$ cat config.mk
export PLATFORM = sky130hd
export DESIGN_NAME = blackjack_hand_engine
export DESIGN_NICKNAME = d
export VERILOG_FILES = /design/src/rtl/blackjack_pkg.sv /design/src/rtl/card_lfsr.sv /design/src/rtl/blackjack_hand_engine.sv
export SDC_FILE = /design/constraint.sdc
export NUM_CORES = 1
export LEC_CHECK = 0
export CAP_MARGIN = 25
export CORE_UTILIZATION = 56
export CTS_BUF_LIST = sky130_fd_sc_hd__clkbuf_16
export DETAILED_ROUTE_END_ITERATION = 10
export PLACE_DENSITY_LB_ADDON = 0.2
export SYNTH_ARGS = -nofsm -noshare
export SYNTH_HDL_FRONTEND = slang
export SYNTH_HIERARCHICAL = 1
export SYNTH_SLANG_ARGS = --single-unit
$ cat constraint.sdc
create_clock -name clk -period 2.5 [get_ports clk]
set_input_delay 0.5 -clock clk [delete_from_list [all_inputs] [get_ports clk]]
set_output_delay 0.5 -clock clk [all_outputs]
set_load 0.005 [all_outputs]
$ cat src/rtl/blackjack_pkg.sv
// Shared types, widths and card arithmetic for the blackjack hand engine.
package blackjack_pkg;

  localparam int SCORE_W   = 5;
  localparam int RANK_W    = 4;
  localparam int BLACKJACK = 21;

  localparam logic [RANK_W-1:0] RANK_ACE  = 4'd1;
  localparam logic [RANK_W-1:0] RANK_KING = 4'd13;
  localparam logic [15:0]       LFSR_MASK = 16'hB400;

  typedef enum logic [2:0] {
    S_IDLE,
    S_CLEAR,
    S_DRAW,
    S_COMMIT,
    S_SETTLE
  } engine_state_e;

  typedef enum logic [1:0] {
    M_DEAL,
    M_HIT,
    M_DEALER
  } draw_mode_e;

  function automatic logic [SCORE_W-1:0] card_value(input logic [RANK_W-1:0] rank);
    return (rank >= 4'd10) ? SCORE_W'(10) : SCORE_W'(rank);
  endfunction

  function automatic logic [SCORE_W-1:0] sat_add(input logic [SCORE_W-1:0] a,
                                                 input logic [SCORE_W-1:0] b);
    logic [SCORE_W:0] sum;
    sum = {1'b0, a} + {1'b0, b};
    return sum[SCORE_W] ? '1 : sum[SCORE_W-1:0];
  endfunction

  // An ace counts 11 only while that cannot push the hand past 21.
  function automatic logic [SCORE_W-1:0] hand_score(input logic [SCORE_W-1:0] hard,
                                                    input logic              has_ace);
    return (has_ace && hard <= SCORE_W'(BLACKJACK - 10)) ? hard + SCORE_W'(10) : hard;
  endfunction

endpackage

$ cat src/rtl/card_lfsr.sv
// Free-running card source: Galois LFSR, rank rejection filter and debug inject mux.
module card_lfsr import blackjack_pkg::*; #(
  parameter logic [15:0] SEED = 16'hACE1
) (
  input  logic              clk,
  input  logic              rst_n,
  input  logic              inject_valid,
  input  logic [RANK_W-1:0] inject_rank,
  output logic [RANK_W-1:0] rank,
  output logic              rank_ok
);

  localparam logic [15:0] SEED_EFF = (SEED == 16'h0000) ? 16'hACE1 : SEED;

  logic [15:0] lfsr_q;
  logic [15:0] lfsr_d;

  assign lfsr_d = {1'b0, lfsr_q[15:1]} ^ (lfsr_q[0] ? LFSR_MASK : 16'h0000);

  always_ff @(posedge clk or negedge rst_n) begin
    if (!rst_n) lfsr_q <= SEED_EFF;
    else        lfsr_q <= lfsr_d;
  end

  // Injected ranks go through the same filter, so bad injects stall like misses.
  assign rank    = inject_valid ? inject_rank : lfsr_q[RANK_W-1:0];
  assign rank_ok = (rank >= RANK_ACE) && (rank <= RANK_KING);

endmodule

$ cat src/rtl/blackjack_hand_engine.sv
// Deals, draws and scores the player and dealer hands on behalf of blackjack_fsm.
module blackjack_hand_engine import blackjack_pkg::*; #(
  parameter logic [15:0] SEED         = 16'hACE1,
  parameter int          DEALER_STAND = 17
) (
  input  logic               clk,
  input  logic               rst_n,
  input  logic               dealing_cards,
  input  logic               player_active,
  input  logic               dealer_active,
  input  logic               hit,
  input  logic               inject_valid,
  input  logic [RANK_W-1:0]  inject_rank,
  output logic [SCORE_W-1:0] player_score,
  output logic [SCORE_W-1:0] dealer_score,
  output logic               card_valid,
  output logic [RANK_W-1:0]  card_rank,
  output logic               card_to_dealer,
  output logic               busy
);

  engine_state_e      state_q;
  draw_mode_e         mode_q;
  logic [1:0]         deal_idx_q;
  logic               to_dealer_q;
  logic [RANK_W-1:0]  card_rank_q;
  logic               card_valid_q;
  logic               deal_in_q;
  logic               hit_in_q;
  logic [SCORE_W-1:0] p_hard_q;
  logic [SCORE_W-1:0] d_hard_q;
  logic               p_ace_q;
  logic               d_ace_q;

  logic [RANK_W-1:0]  src_rank;
  logic               src_ok;
  logic               deal_edge;
  logic               hit_edge;
  logic               dealer_low;

  card_lfsr #(.SEED(SEED)) u_lfsr (
    .clk          (clk),
    .rst_n        (rst_n),
    .inject_valid (inject_valid),
    .inject_rank  (inject_rank),
    .rank         (src_rank),
    .rank_ok      (src_ok)
  );

  assign deal_edge  = dealing_cards & ~deal_in_q;
  assign hit_edge   = hit & ~hit_in_q;
  assign dealer_low = int'(dealer_score) < DEALER_STAND;

  always_ff @(posedge clk or negedge rst_n) begin
    if (!rst_n) begin
      state_q      <= S_IDLE;
      mode_q       <= M_DEAL;
      deal_idx_q   <= 2'd0;
      to_dealer_q  <= 1'b0;
      card_rank_q  <= '0;
      card_valid_q <= 1'b0;
      deal_in_q    <= 1'b0;
      hit_in_q     <= 1'b0;
      p_hard_q     <= '0;
      d_hard_q     <= '0;
      p_ace_q      <= 1'b0;
      d_ace_q      <= 1'b0;
    end else begin
      deal_in_q    <= dealing_cards;
      hit_in_q     <= hit;
      card_valid_q <= 1'b0;
      // A new deal wins over everything, including a card about to commit.
      if (deal_edge) begin
        state_q <= S_CLEAR;
      end else begin
        case (state_q)
          S_IDLE: begin
            if (hit_edge && player_active) begin
              state_q     <= S_DRAW;
              mode_q      <= M_HIT;
              to_dealer_q <= 1'b0;
            end else if (dealer_active && dealer_low) begin
              state_q     <= S_DRAW;
              mode_q      <= M_DEALER;
              to_dealer_q <= 1'b1;
            end
          end
          S_CLEAR: begin
            p_hard_q    <= '0;
            d_hard_q    <= '0;
            p_ace_q     <= 1'b0;
            d_ace_q     <= 1'b0;
            deal_idx_q  <= 2'd0;
            mode_q      <= M_DEAL;
            to_dealer_q <= 1'b0;
            state_q     <= S_DRAW;
          end
          S_DRAW: begin
            if (src_ok) begin
              card_rank_q  <= src_rank;
              card_valid_q <= 1'b1;
              state_q      <= S_COMMIT;
            end
          end
          S_COMMIT: begin
            if (to_dealer_q) begin
              d_hard_q <= sat_add(d_hard_q, card_value(card_rank_q));
              if (card_rank_q == RANK_ACE) d_ace_q <= 1'b1;
            end else begin
              p_hard_q <= sat_add(p_hard_q, card_value(card_rank_q));
              if (card_rank_q == RANK_ACE) p_ace_q <= 1'b1;
            end
            // Deal order alternates P, D, P, D.
            if (mode_q == M_DEAL && deal_idx_q != 2'd3) begin
              deal_idx_q  <= deal_idx_q + 2'd1;
              to_dealer_q <= ~to_dealer_q;
              state_q     <= S_DRAW;
            end else if (mode_q == M_DEALER) begin
              state_q <= S_SETTLE;
            end else begin
              state_q <= S_IDLE;
            end
          end
          S_SETTLE: begin
            if (dealer_active && dealer_low) state_q <= S_DRAW;
            else                             state_q <= S_IDLE;
          end
          default: state_q <= S_IDLE;
        endcase
      end
    end
  end

  assign player_score   = hand_score(p_hard_q, p_ace_q);
  assign dealer_score   = hand_score(d_hard_q, d_ace_q);
  assign card_valid     = card_valid_q;
  assign card_rank      = card_rank_q;
  assign card_to_dealer = to_dealer_q;
  assign busy           = (state_q != S_IDLE);

endmodule

* Word level (Yosys, flattened, before mapping) *
Index checks and enable logic that the tools add are counted.

word-level totals
  register bits = 43
  bits of input ports = 11
  output and inout bits = 17
  word-level logic and storage cells = 102

operators by class
  $add $sub $neg = 5
  magnitude comparators = 6
  eq/ne operators = 14
  multiplexer cells = 36
  bitwise gates (word level) = 7
  reductions and logical operators = 21

operator list
  cell                 number
  $mux 5               6
  $pmux 5 s2           2
  $mux 3               6
  $mux 16              1
  $xor 15x16->16       1
  $pmux 3 s5           1
  $reduce_and 3->1     5
  $reduce_and 4->1     3
  $add 5x4->5 const B  2
  $le 5x4->1 const B   2
  $ne 2x2->1 const B   5
  $mux 1               9
  $mux 2               4
  $mux 4               2
  $pmux 2 s2           2
  $add 5x4->6          1
  $add 5x5->6          1
  $eq 3x2->1 const B   2
  $logic_and 1x1->1    6
  $ne 3x3->1 const B   2
  $reduce_bool 3->1    2
  $lt 5x5->1 const B   1
  $eq 4x1->1 const B   1
  $ge 4x1->1 const B   1
  15 further kinds     21

* Longest topological paths before layout *
Gate-level depths: netlist of the first run.

  depth after elaboration = 9
  gate-level depth with buffers = 10
  depth with buffers taken out = 10

* Hierarchy *
The synthesis of the first run kept the hierarchy.

by module, submodules not included
  module                 times used  cells each  area an instance (um2)  seq. area each (um2)
  blackjack_hand_engine  1           205         1921.8                  675.6
  card_lfsr              1           25          508.0                   410.4

* Least setup slack after synthesis of the first run *
OpenSTA, ideal clock, no wires.

  kind = reg2reg
  from = register card_rank_q[2], in the netlist card_rank[2]
  to = register d_hard_q[4]
  library setup time = 120 ps
  data arrival time = 1888 ps
  data required time = 2380 ps
  path slack = 493 ps
  cell stages (with the launch flop) = 11
  buffers on the path = 0
  period minus slack after synthesis = 2007 ps
  cell sequence = dfrtp_1 o21ai_0 and2_1 ha_1 inv_1 fa_1 nor2b_1 o21ai_0 nor3_1 a21oi_1 o22a_2

on the way
  cells in the longest elaborated chain, start to end = 6

RTL lines
  what                    RTL line                      source
  start, declared         blackjack_hand_engine.sv:26   logic [RANK_W-1:0] card_rank_q;
  start signal, assigned  blackjack_hand_engine.sv:100  card_rank_q <= src_rank;
  $ge 4x4->1              blackjack_pkg.sv:27           return (rank >= 4'd10) ? SCORE_W'(10) : SCORE_W'(rank);
  $mux 4 (*)              blackjack_pkg.sv:27
  $add 5x5->6 (*)         blackjack_pkg.sv:33           sum = {1'b0, a} + {1'b0, b};
  $mux 5 (*)              blackjack_pkg.sv:34           return sum[SCORE_W] ? '1 : sum[SCORE_W-1:0];
  $mux 5 (*)              blackjack_hand_engine.sv:106  if (to_dealer_q) begin
  $pmux 5 s2 (*)          blackjack_hand_engine.sv:76   case (state_q)
  end signal, assigned    blackjack_hand_engine.sv:107  d_hard_q <= sat_add(d_hard_q, card_value(card_rank_q));
  end, declared           blackjack_hand_engine.sv:31   logic [SCORE_W-1:0] d_hard_q;

Mark *: on every way between the ends. The rest lies on a longest branch, timed or not. The select of a mux whose other input is x is not followed.
A chain may end at the register's enable or synchronous reset.

* Worst setup path in the final report of the first run *
  from = register d_hard_q[2]
  to = output dealer_score[4]

on the way
  cells in the longest elaborated chain, start to end = 3
  elaborated cells between the ends (all ways) = 4
  classes of those cells = add/sub: 1; order compare: 1; mux: 1; reduce/logical: 1

RTL lines
  what               RTL line                     source
  $le 5x4->1         blackjack_pkg.sv:40          return (has_ace && hard <= SCORE_W'(BLACKJACK - 10)) ? hard + SCORE_W'(10) : hard;
  $logic_and 1x1->1  blackjack_pkg.sv:40
  $mux 5 (*)         blackjack_pkg.sv:40
  end, declared      blackjack_hand_engine.sv:15  output logic [SCORE_W-1:0] dealer_score,

Mark *: on every way between the ends. The rest lies on a longest branch, timed or not.

==> results by stage, run 1 <==
Timing:
- The final period utilization is 95.5%.
- Headroom to the max-slew limit came out at 67.0%.
- The final worst-path setup slack is 0.112 ns.
- Setup violations remaining at the end of the flow were counted as 0.
- Between clock sinks in the finished design, the worst skew comes to 0.00337 ns.
- Timing would allow up to 0.419 GHz.
- The final critical path time including I/O delays and setup is 2.39 ns.
- The number of endpoints with negative hold slack in the final report is 0.
- Setup repair after global routing left no endpoint under its margin.
- The number of pins exceeding their max-slew limit in the final report is 0.
- The transition time at the pin with the least slew margin is 0.492 ns.

Worst setup path:
- STA puts the critical path data arrival time at 1.89 ns.
- The maximum fanout encountered on the critical timing path is 10.
- The critical path class is reg -> out.
- The required time of the worst setup path is 2.00 ns.
- STA classifies the critical path startpoint as a register.
- The worst setup path is captured at an output port.

Synth:
- After technology mapping, the gate count stands at 230.
- The leading register cell type out of synthesis is sky130_fd_sc_hd__dfrtp_1.
- The post-synthesis sequential area ratio is 44.7%.
- In the synthesized netlist, the cells that appear most often are sky130_fd_sc_hd__dfrtp_1 (35), sky130_fd_sc_hd__nand2_1 (16), sky130_fd_sc_hd__inv_1 (15).
- The share of synthesized flip-flops with an asynchronous set or reset is 100%.
- In this run the biggest area consumer among cell types represents 36.0% of the synthesized area.
- The cell with the most instances after synthesis is sky130_fd_sc_hd__dfrtp_1.
- Ranked by total cell area, the synthesized netlist is headed by sky130_fd_sc_hd__dfrtp_1 (36%), sky130_fd_sc_hd__dfstp_2 (8.7%), sky130_fd_sc_hd__ha_1 (6.7%), sky130_fd_sc_hd__mux2_2 (3.2%), sky130_fd_sc_hd__xnor2_1 (2.5%).
- The number of flops mapped to enable cells by yosys is 0.
- The total standard cell area after synthesis is 2430 um2.
- The unique cell type count in the Yosys netlist is 56.
- Averaged over all synthesized cells, the footprint is 10.6 um2.
- The post-synthesis net count is 256.
- For this run, the number of Yosys warnings is 6.
- The dominant cell type by area after synthesis is sky130_fd_sc_hd__dfrtp_1.
- The number of storage elements in the synthesis netlist is 43.

Job:
- Max-cap violations in this run came to 0.

Drt:
- After detailed routing, the total wire length is 5.09 mm.
- For this run, design rule violations remaining after detail routing come to 0.
- Dividing the detail-routed via count by the number of cells gives 5.74.
- After the first detailed-routing iteration, the DRC count stood at 117.
- The count of vias placed by the detailed router is 1838.
- Dividing the detail-routed wire length by the instance count gives 15.9 um.
- The number of iterations in the first detailed-routing pass is 4.
- The detail route stage leaves a number of antenna-violating nets equal to 0.

Power and ir drop:
- The highest ir drop seen on vdd is 0.671 mV.
- The total power density per cell area is 1140 nW/um2.
- The switching power total is 1.25 mW.
- The share of total power dissipated in the clock network is 21.6%.
- Sequential cells account for 30.1% of the total power.
- The proportion of total power due to net switching is 36.4%.
- Combinational logic is responsible for 48.3% of the overall power.
- The analysis attributes to cell leakage a power of 1.47 nW.
- The completed layout was analyzed and its total power is 3.43 mW.
- The internal cell power is 2.18 mW.

Placement:
- After detailed placement, the design holds a cell count of 311.
- The count of buffers added on input and output ports is 27.
- The HPWL after detailed placement is 3.73 mm.
- The setup slack at placement is -0.0620 ns.
- The routability-driven placement congestion ratio is 0.846.

CTS:
- Buffers inserted during clock tree synthesis total 5.
- TritonCTS built the clock tree.
- The clock-pin slew on the worst setup and hold paths is 0.06 ns.
- After clock tree synthesis, the flow added hold-fix buffers numbering 0.
- At the later pin of the worst-skew pair, clock insertion delay measures 0.28 ns.
- The H-tree depth is 2.
- The maximum root-to-sink buffer count is 2.
- The cell chosen for the clock root is sky130_fd_sc_hd__clkbuf_16.
- The clock net in this run drives a total of 43 sinks.

Global routing:
- The via count of the first global-routing pass came to 1802.
- Entering global routing, the biggest net connects 30 pins.
- The number of antenna violations at the first check in global routing is 0.
- The total overflow left after global routing is 0.
- The wire length of the first global-routing pass is 8.41 mm.
- The overall global routing resource usage is 25.3%.

Floorplanning:
- Row generation in the floorplan step produced 23 rows.
- From bottom edge to top edge, the die measures 67.9 um.
- The core region is 4090 um2.
- The die covers 4610 um2.
- The width of the die is 67.9 um.
- The effective utilization at floorplan is 59.5%.
- The top-level port count is 28.

Finish:
- The final cell count without fillers is 320.
- The net total in the final layout is 295.
- The area growth from synthesis to layout is 23.5%.
- The final antenna diode count is 0.
- The area of combinational cells with multiple inputs is 1260 um2.
- The share of the core filled with cells in the final layout is 73.4%.
- Fill cells in the final layout number 301.
- The post-route netlist has 20.4% of its cells at a drive strength greater than 1.
- Across the whole layout, storage elements account for 1090 um2.

Outcome:
- The run finished with clean final reports.

Hold path:
- The worst min-delay path class is in -> async.
[critical path: stages (launching register included)]
cell	delay, ns
sky130_fd_sc_hd__dfrtp_1	0.38
sky130_fd_sc_hd__buf_4	0.18
sky130_fd_sc_hd__nand2b_1	0.19
sky130_fd_sc_hd__o221ai_1	0.22
sky130_fd_sc_hd__o21a_1	0.15
sky130_fd_sc_hd__clkdlybuf4s50_1	0.49
[logic make-up (layout without fill, tap and decap cells)]
kind of cell             after synthesis  after routing  synth area share (%)
flip-flops                            43             43                  44.7
adder cells (fa/ha/maj)               15             15                  8.34
AND/OR/NAND/NOR                       71             71                  16.8
XOR/XNOR                              11             11                  3.96
buffers and inverters                 24             64                  4.27
AO/OA/AOI/OAI                         55             55                  16.6
multiplexers                          11             11                  5.30
[stage by stage]
stage	area (um2)	TNS, ns	hold WS [ns]
2_1_floorplan	2430	0	0.204
3_3_place_gp	2810	-0.0829	0.337
3_5_place_dp	2810	-0.244	0.336
4_1_cts	3000	0	0.125
5_1_grt	3000	0	0.143
6_report	3000	0	0.123
[path summary, 6_finish.rpt]
path	slack (ns)	depth (start not counted)	to	start
worst max-delay path	0.11	5	dealer_score[4]	d_hard_q[2]
worst min-delay path	0.12	1	d_hard_q[0]	rst_n
worst max register to register	0.27	9	p_hard_q[4]	card_rank[2]
worst min register to register	0.35	0	u_lfsr/lfsr_q[3]	u_lfsr/lfsr_q[4]
max in group asynchronous	1.65	2	u_lfsr/lfsr_q[0]	rst_n
min in group clk	0.35	0	u_lfsr/lfsr_q[3]	u_lfsr/lfsr_q[4]
[layout make-up]
cell class,count,share of cell area (%)
clock buffers,5,4.17
clock inverters,3,1.46
inverters,15,1.88
multi-input cells,163,41.9
flip-flops and latches,43,36.2
well taps,50,2.09
repair buffers,41,12.3
[routing by layer]
metal / GRT usage [%] / vias up / wire length [um]
met5: 0 / - / 0
met4: 7.55 / 0 / 61
met3: 6.33 / 6 / 175
met2: 42.7 / 32 / 2470
met1: 32.0 / 896 / 2380
li1: - / 904 / -
[registers in the layout (all words and copies together) (netlist names)]
signal          cells
p_hard_q            5
deal_idx_q          2
mode_q              2
u_lfsr/lfsr_q      16
deal_in_q           1
card_rank           4
state_q             3
d_hard_q            5
card_to_dealer      1
hit_in_q            1
d_ace_q             1
p_ace_q             1
card_valid          1
[power groups by stage]
stage	logic, mW	registers [mW]	clock network [mW]
4_1_cts	1.67	1.03	0.752
6_report	1.66	1.03	0.739
3_5_place_dp	1.67	1.04	0
5_1_grt	1.85	1.05	0.781
3_3_place_gp	1.62	1.03	0
2_1_floorplan	1.04	1.01	0
[cell usage in the layout, fill, tap and decap left out, types with 3 or more instances in the layout]
cell type and count:
sky130_fd_sc_hd__a211o_1 3, sky130_fd_sc_hd__a21o_1 3, sky130_fd_sc_hd__a21oi_1 7, sky130_fd_sc_hd__a221o_1 6, sky130_fd_sc_hd__a22o_1 3, sky130_fd_sc_hd__a31oi_1 4, sky130_fd_sc_hd__buf_4 14, sky130_fd_sc_hd__clkbuf_16 5
sky130_fd_sc_hd__clkdlybuf4s50_1 20, sky130_fd_sc_hd__dfrtp_1 35, sky130_fd_sc_hd__dfstp_2 8, sky130_fd_sc_hd__dlygate4sd2_1 4, sky130_fd_sc_hd__ha_1 13, sky130_fd_sc_hd__inv_1 15, sky130_fd_sc_hd__mux2_2 7, sky130_fd_sc_hd__nand2_1 16
sky130_fd_sc_hd__nand2b_1 6, sky130_fd_sc_hd__nor2_1 12, sky130_fd_sc_hd__nor2b_1 6, sky130_fd_sc_hd__nor3_1 6, sky130_fd_sc_hd__o21ai_0 9, sky130_fd_sc_hd__o221ai_1 3, sky130_fd_sc_hd__xnor2_1 7, sky130_fd_sc_hd__xor2_1 4
[timing repair]
| action | in CTS | in global routing |
|---|---|---|
| endpoints found under the hold margin | 0 | 0 |
| pin swaps | 1 | 1 |
| endpoints found under the setup margin | 5 | 3 |
| buffers inserted | 1 | 0 |
| resized for setup | 10 | 3 |
(Power assumes the default switching activity.)
==> run 2, diff against run 1 <==
- CORE_ASPECT_RATIO: unset -> 1.4
==> run 2 against run 1 <==
- the flow now finishes with violations (design-rule violations)
- maximum frequency is 1.7% lower
- worst hold slack worse by 0.11 ns
- non-clock buffer count grew 1
- setup slack lost 0.040 ns
- highest routed layer unchanged
- utilization is 1.6 points lower
- clock power is essentially flat
- critical path depth grew 1
- via count increased by 1.4%
- cell area is 0.63% higher
- combinational power about the same
- total power shrank 0.40%
- largest power group unchanged
- largest cell class unchanged
==> results by stage, run 2 (synthesized netlist as in run 1, its figures left out) <==
Floorplanning:
- The width of the die is 57.7 um (-15%).
- The top-level port count is 28 (unchanged).
- The area of the core came to 4200 um2 (+2.9%).
- The effective utilization at floorplan is 57.8% (-1.7 points).
- The number of placement rows is 28 (+22%).
- The vertical extent of the die was 79.9 um (+18%).
- The die area is 4610 um2 (about the same).

Timing:
- The number of pins exceeding their max-slew limit in the final report is 0 (unchanged).
- The highest clock rate is 0.412 GHz (-1.7%).
- The number of endpoints with negative hold slack in the final report is 0 (unchanged).
- The final number of setup-violating endpoints was 0 (unchanged).
- The final setup TNS is 0 ns (unchanged).
- The transition time at the pin with the least slew margin is 0.490 ns (-0.00199 ns).
- The final critical path time including I/O delays and setup is 2.43 ns (+0.0402 ns).
- The final period utilization came to 97.1% (+1.6 points).
- The tightest slew margin relative to the limit is 67.2% (+0.13 points).
- The worst-case clock skew is 0.00662 ns (+0.00325 ns).
- Setup repair after global routing could not meet its margin everywhere.

Drt:
- The via-per-instance ratio came to 5.90 (+2.6%).
- The post-detailed-route DRC marker count came to 2 (+2).
- The initial detailed-routing violation count is 67 (-43%).
- The average wire per cell in the routed design is 15.3 um (-3.7%).
- The number of iterations in the first detailed-routing pass was 7 (+3).
- The count of vias placed by the detailed router came to 1863 (+1.4%).
- The routed wire length came to 4.84 mm (-4.9%).
- The number of nets still failing antenna checks after routing is 0 (unchanged).

CTS:
- The H-tree depth is 2 (unchanged).
- The clock tree from TritonCTS is yes.
- The maximum root-to-sink buffer count was 2 (unchanged).
- The clock-pin slew on the worst setup and hold paths is 0.06 ns (about the same).
- The number of clock sinks is 43 (unchanged).
- The insertion delay of the later-clocked pin in the worst-skew pair came to 0.29 ns (about the same).
- The total clock buffers created by CTS is 5 (unchanged).
- The hold buffer count at CTS is 0 (unchanged).
- The cell sitting at the root of the clock tree is a sky130_fd_sc_hd__clkbuf_16.

Placement:
- The count of buffers from port buffering is 27 (unchanged).
- The number of cells after detailed placement was 306 (-1.6%).
- The routability-driven placement congestion ratio came to 0.854 (+0.95%).
- The placement-stage cell area is 2800 um2 (-0.22%).
- The HPWL after detailed placement came to 3.53 mm (-5.4%).

Worst setup path:
- The critical path class is reg -> out.
- STA classifies the critical path endpoint as an output port.
- The worst setup path is launched from a register.
- The signal arrival time at the worst endpoint came to 1.93 ns (+0.04 ns).
- The critical path's top delay family is buffers and inverters.
- Walking the worst path, the cells encountered are buf_4 -> ha_1 -> nor3b_4 -> nor2_1 -> nor2_1 -> clkdlybuf4s50_1.
- The maximum fanout encountered on the critical timing path came to 7 (-3).
- The required time of the worst setup path came to 2.00 ns (about the same).
- The largest individual stage delay along the critical path comes from the cell sky130_fd_sc_hd__clkdlybuf4s50_1.
- The number of cells traversed by the worst register-to-register path is 8 (-1).
- In this run the critical register-to-register path is captured at p_hard_q[3].
- By instance count, the cell type seen most on the critical path is sky130_fd_sc_hd__nor2_1.
- The launch point of the worst path is d_hard_q[1].
- The largest incremental delay on the critical path is 0.50 ns (about the same).
- The buffering stage count on the worst path with inverters included is 2 (unchanged).
- The setup slack of the worst register-to-register path is 0.29 ns (+0.02 ns).
- The startpoint of the worst-slack reg-to-reg timing path is card_rank[3].

Finish:
- The number of flip-flops in the largest register came to 16 (unchanged).
- The net total in the final layout is 296 (+0.34%).
- The register name with the most flops is u_lfsr/lfsr_q.
- The final-layout fill cell count is 312 (+3.7%).
- The final non-filler cell area is 3020 um2 (+0.63%).
- Relative to the synthesized area, the layout overhead comes to 24.3%.
- The layout cell share with drive strength beyond 1 was 20.7% (+0.29 points).
- The final antenna diode count was 0 (unchanged).
- The area of combinational cells with multiple inputs is 1260 um2 (unchanged).
- The library cells used most frequently in the layout, excluding fill and tap cells, are sky130_fd_sc_hd__dfrtp_1 (35), sky130_fd_sc_hd__clkdlybuf4s50_1 (20), sky130_fd_sc_hd__nand2_1 (16), sky130_fd_sc_hd__inv_1 (15), sky130_fd_sc_hd__buf_4 (14).
- The final cell count without fillers is 316 (-1.3%).
- The commonest non-fill, non-tap cell in the layout is sky130_fd_sc_hd__dfrtp_1.
- The share of the core filled with cells in the final layout is 71.8% (-1.6 points).
- The register area was 1090 um2 (unchanged).
- The largest registers in the layout are u_lfsr/lfsr_q (16), d_hard_q (5), p_hard_q (5).

Global routing:
- The maximum number of pins on one net before global-route repair is 44 (+47%).
- The via count of the first global-routing pass was 1823 (+1.2%).
- The number of antenna violations at the first check in global routing is 0 (unchanged).
- The total global routing overflow is 0 (unchanged).
- The wire length of the first global-routing pass came to 8.11 mm (-3.5%).
- The overall global routing resource usage is 23.3% (-2.0 points).

Power and ir drop:
- The total leakage power is 1.49 nW (+1.6%).
- The total power density per cell area is 1130 nW/um2 (-1.0%).
- The highest ir drop seen on vdd is 0.665 mV (-0.91%).
- The power after layout is 3.42 mW (-0.40%).

Outcome:
- The final reports fail on design-rule violations.
- The flow ran to the end, but the final reports show violations.

Job:
- The max-cap check violation count is 0 (unchanged).

Hold path:
- The worst min-delay path class is in -> async.
==> run 2: changes by cell type in the layout (fill, tap and decap cells not counted), sizes merged <==
cell | before | now
dlygate4sd2 | 4 | 2
buf | 15 | 16
dlymetal6s2s | 2 | 3
clkdlybuf4s15 | 0 | 1
==> run 2: what timing repair did <==
action                                  CTS  global route
pin swaps                                 1             3
buffers inserted                          0             1
resized for setup                         9             5
hold endpoints to repair                  0             0
endpoints found under the setup margin    5             3
==> run 2: cell type report <==
| cell class | instances | area share (%) |
|---|---|---|
| multi-input cells | 163 | 41.6 |
| flip-flops and latches | 43 | 36.0 |
| repair buffers | 42 | 13.1 |
| clock buffers | 5 | 4.14 |
| inverters | 15 | 1.86 |
| well taps | 45 | 1.86 |
| clock inverters | 3 | 1.45 |
==> run 2: how the worst max path moves through the flow <==
stage                           end  cells after the start  slack [ns]
floorplan               d_hard_q[4]                     10        0.49
CTS                 player_score[2]                      6        0.01
global route        player_score[3]                      8       -0.05
detailed placement     card_rank[0]                      7       -0.09
global placement       card_rank[1]                      7       -0.04
finish              dealer_score[3]                      6        0.07
==> run 2: per-stage QoR <==
step | hold slack [ns] | worst slack, ns
floorplan | 0.204 | 0.493
finish | 0.0148 | 0.0714
CTS | 0.354 | 0.0142
detailed placement | 0.342 | -0.0907
global route | 0.0138 | -0.0482
global placement | 0.344 | -0.0391
==> run 2: metal layers <==
layer | up-vias | global-route usage (%) | routed length [um]
li1 | 910 | - | -
met4 | 0 | 9.29 | 95
met1 | 917 | 28.6 | 2000
met2 | 26 | 40.0 | 2630
met5 | - | 0 | 0
met3 | 10 | 4.21 | 112
==> run 2: power breakdown <==
part	switching (mW)	internal, mW	leakage, nW
Sequential	0.172	0.855	0.544
Combinational	0.788	0.864	0.864
Clock	0.268	0.471	0.0838
Total	1.23	2.19	1.49
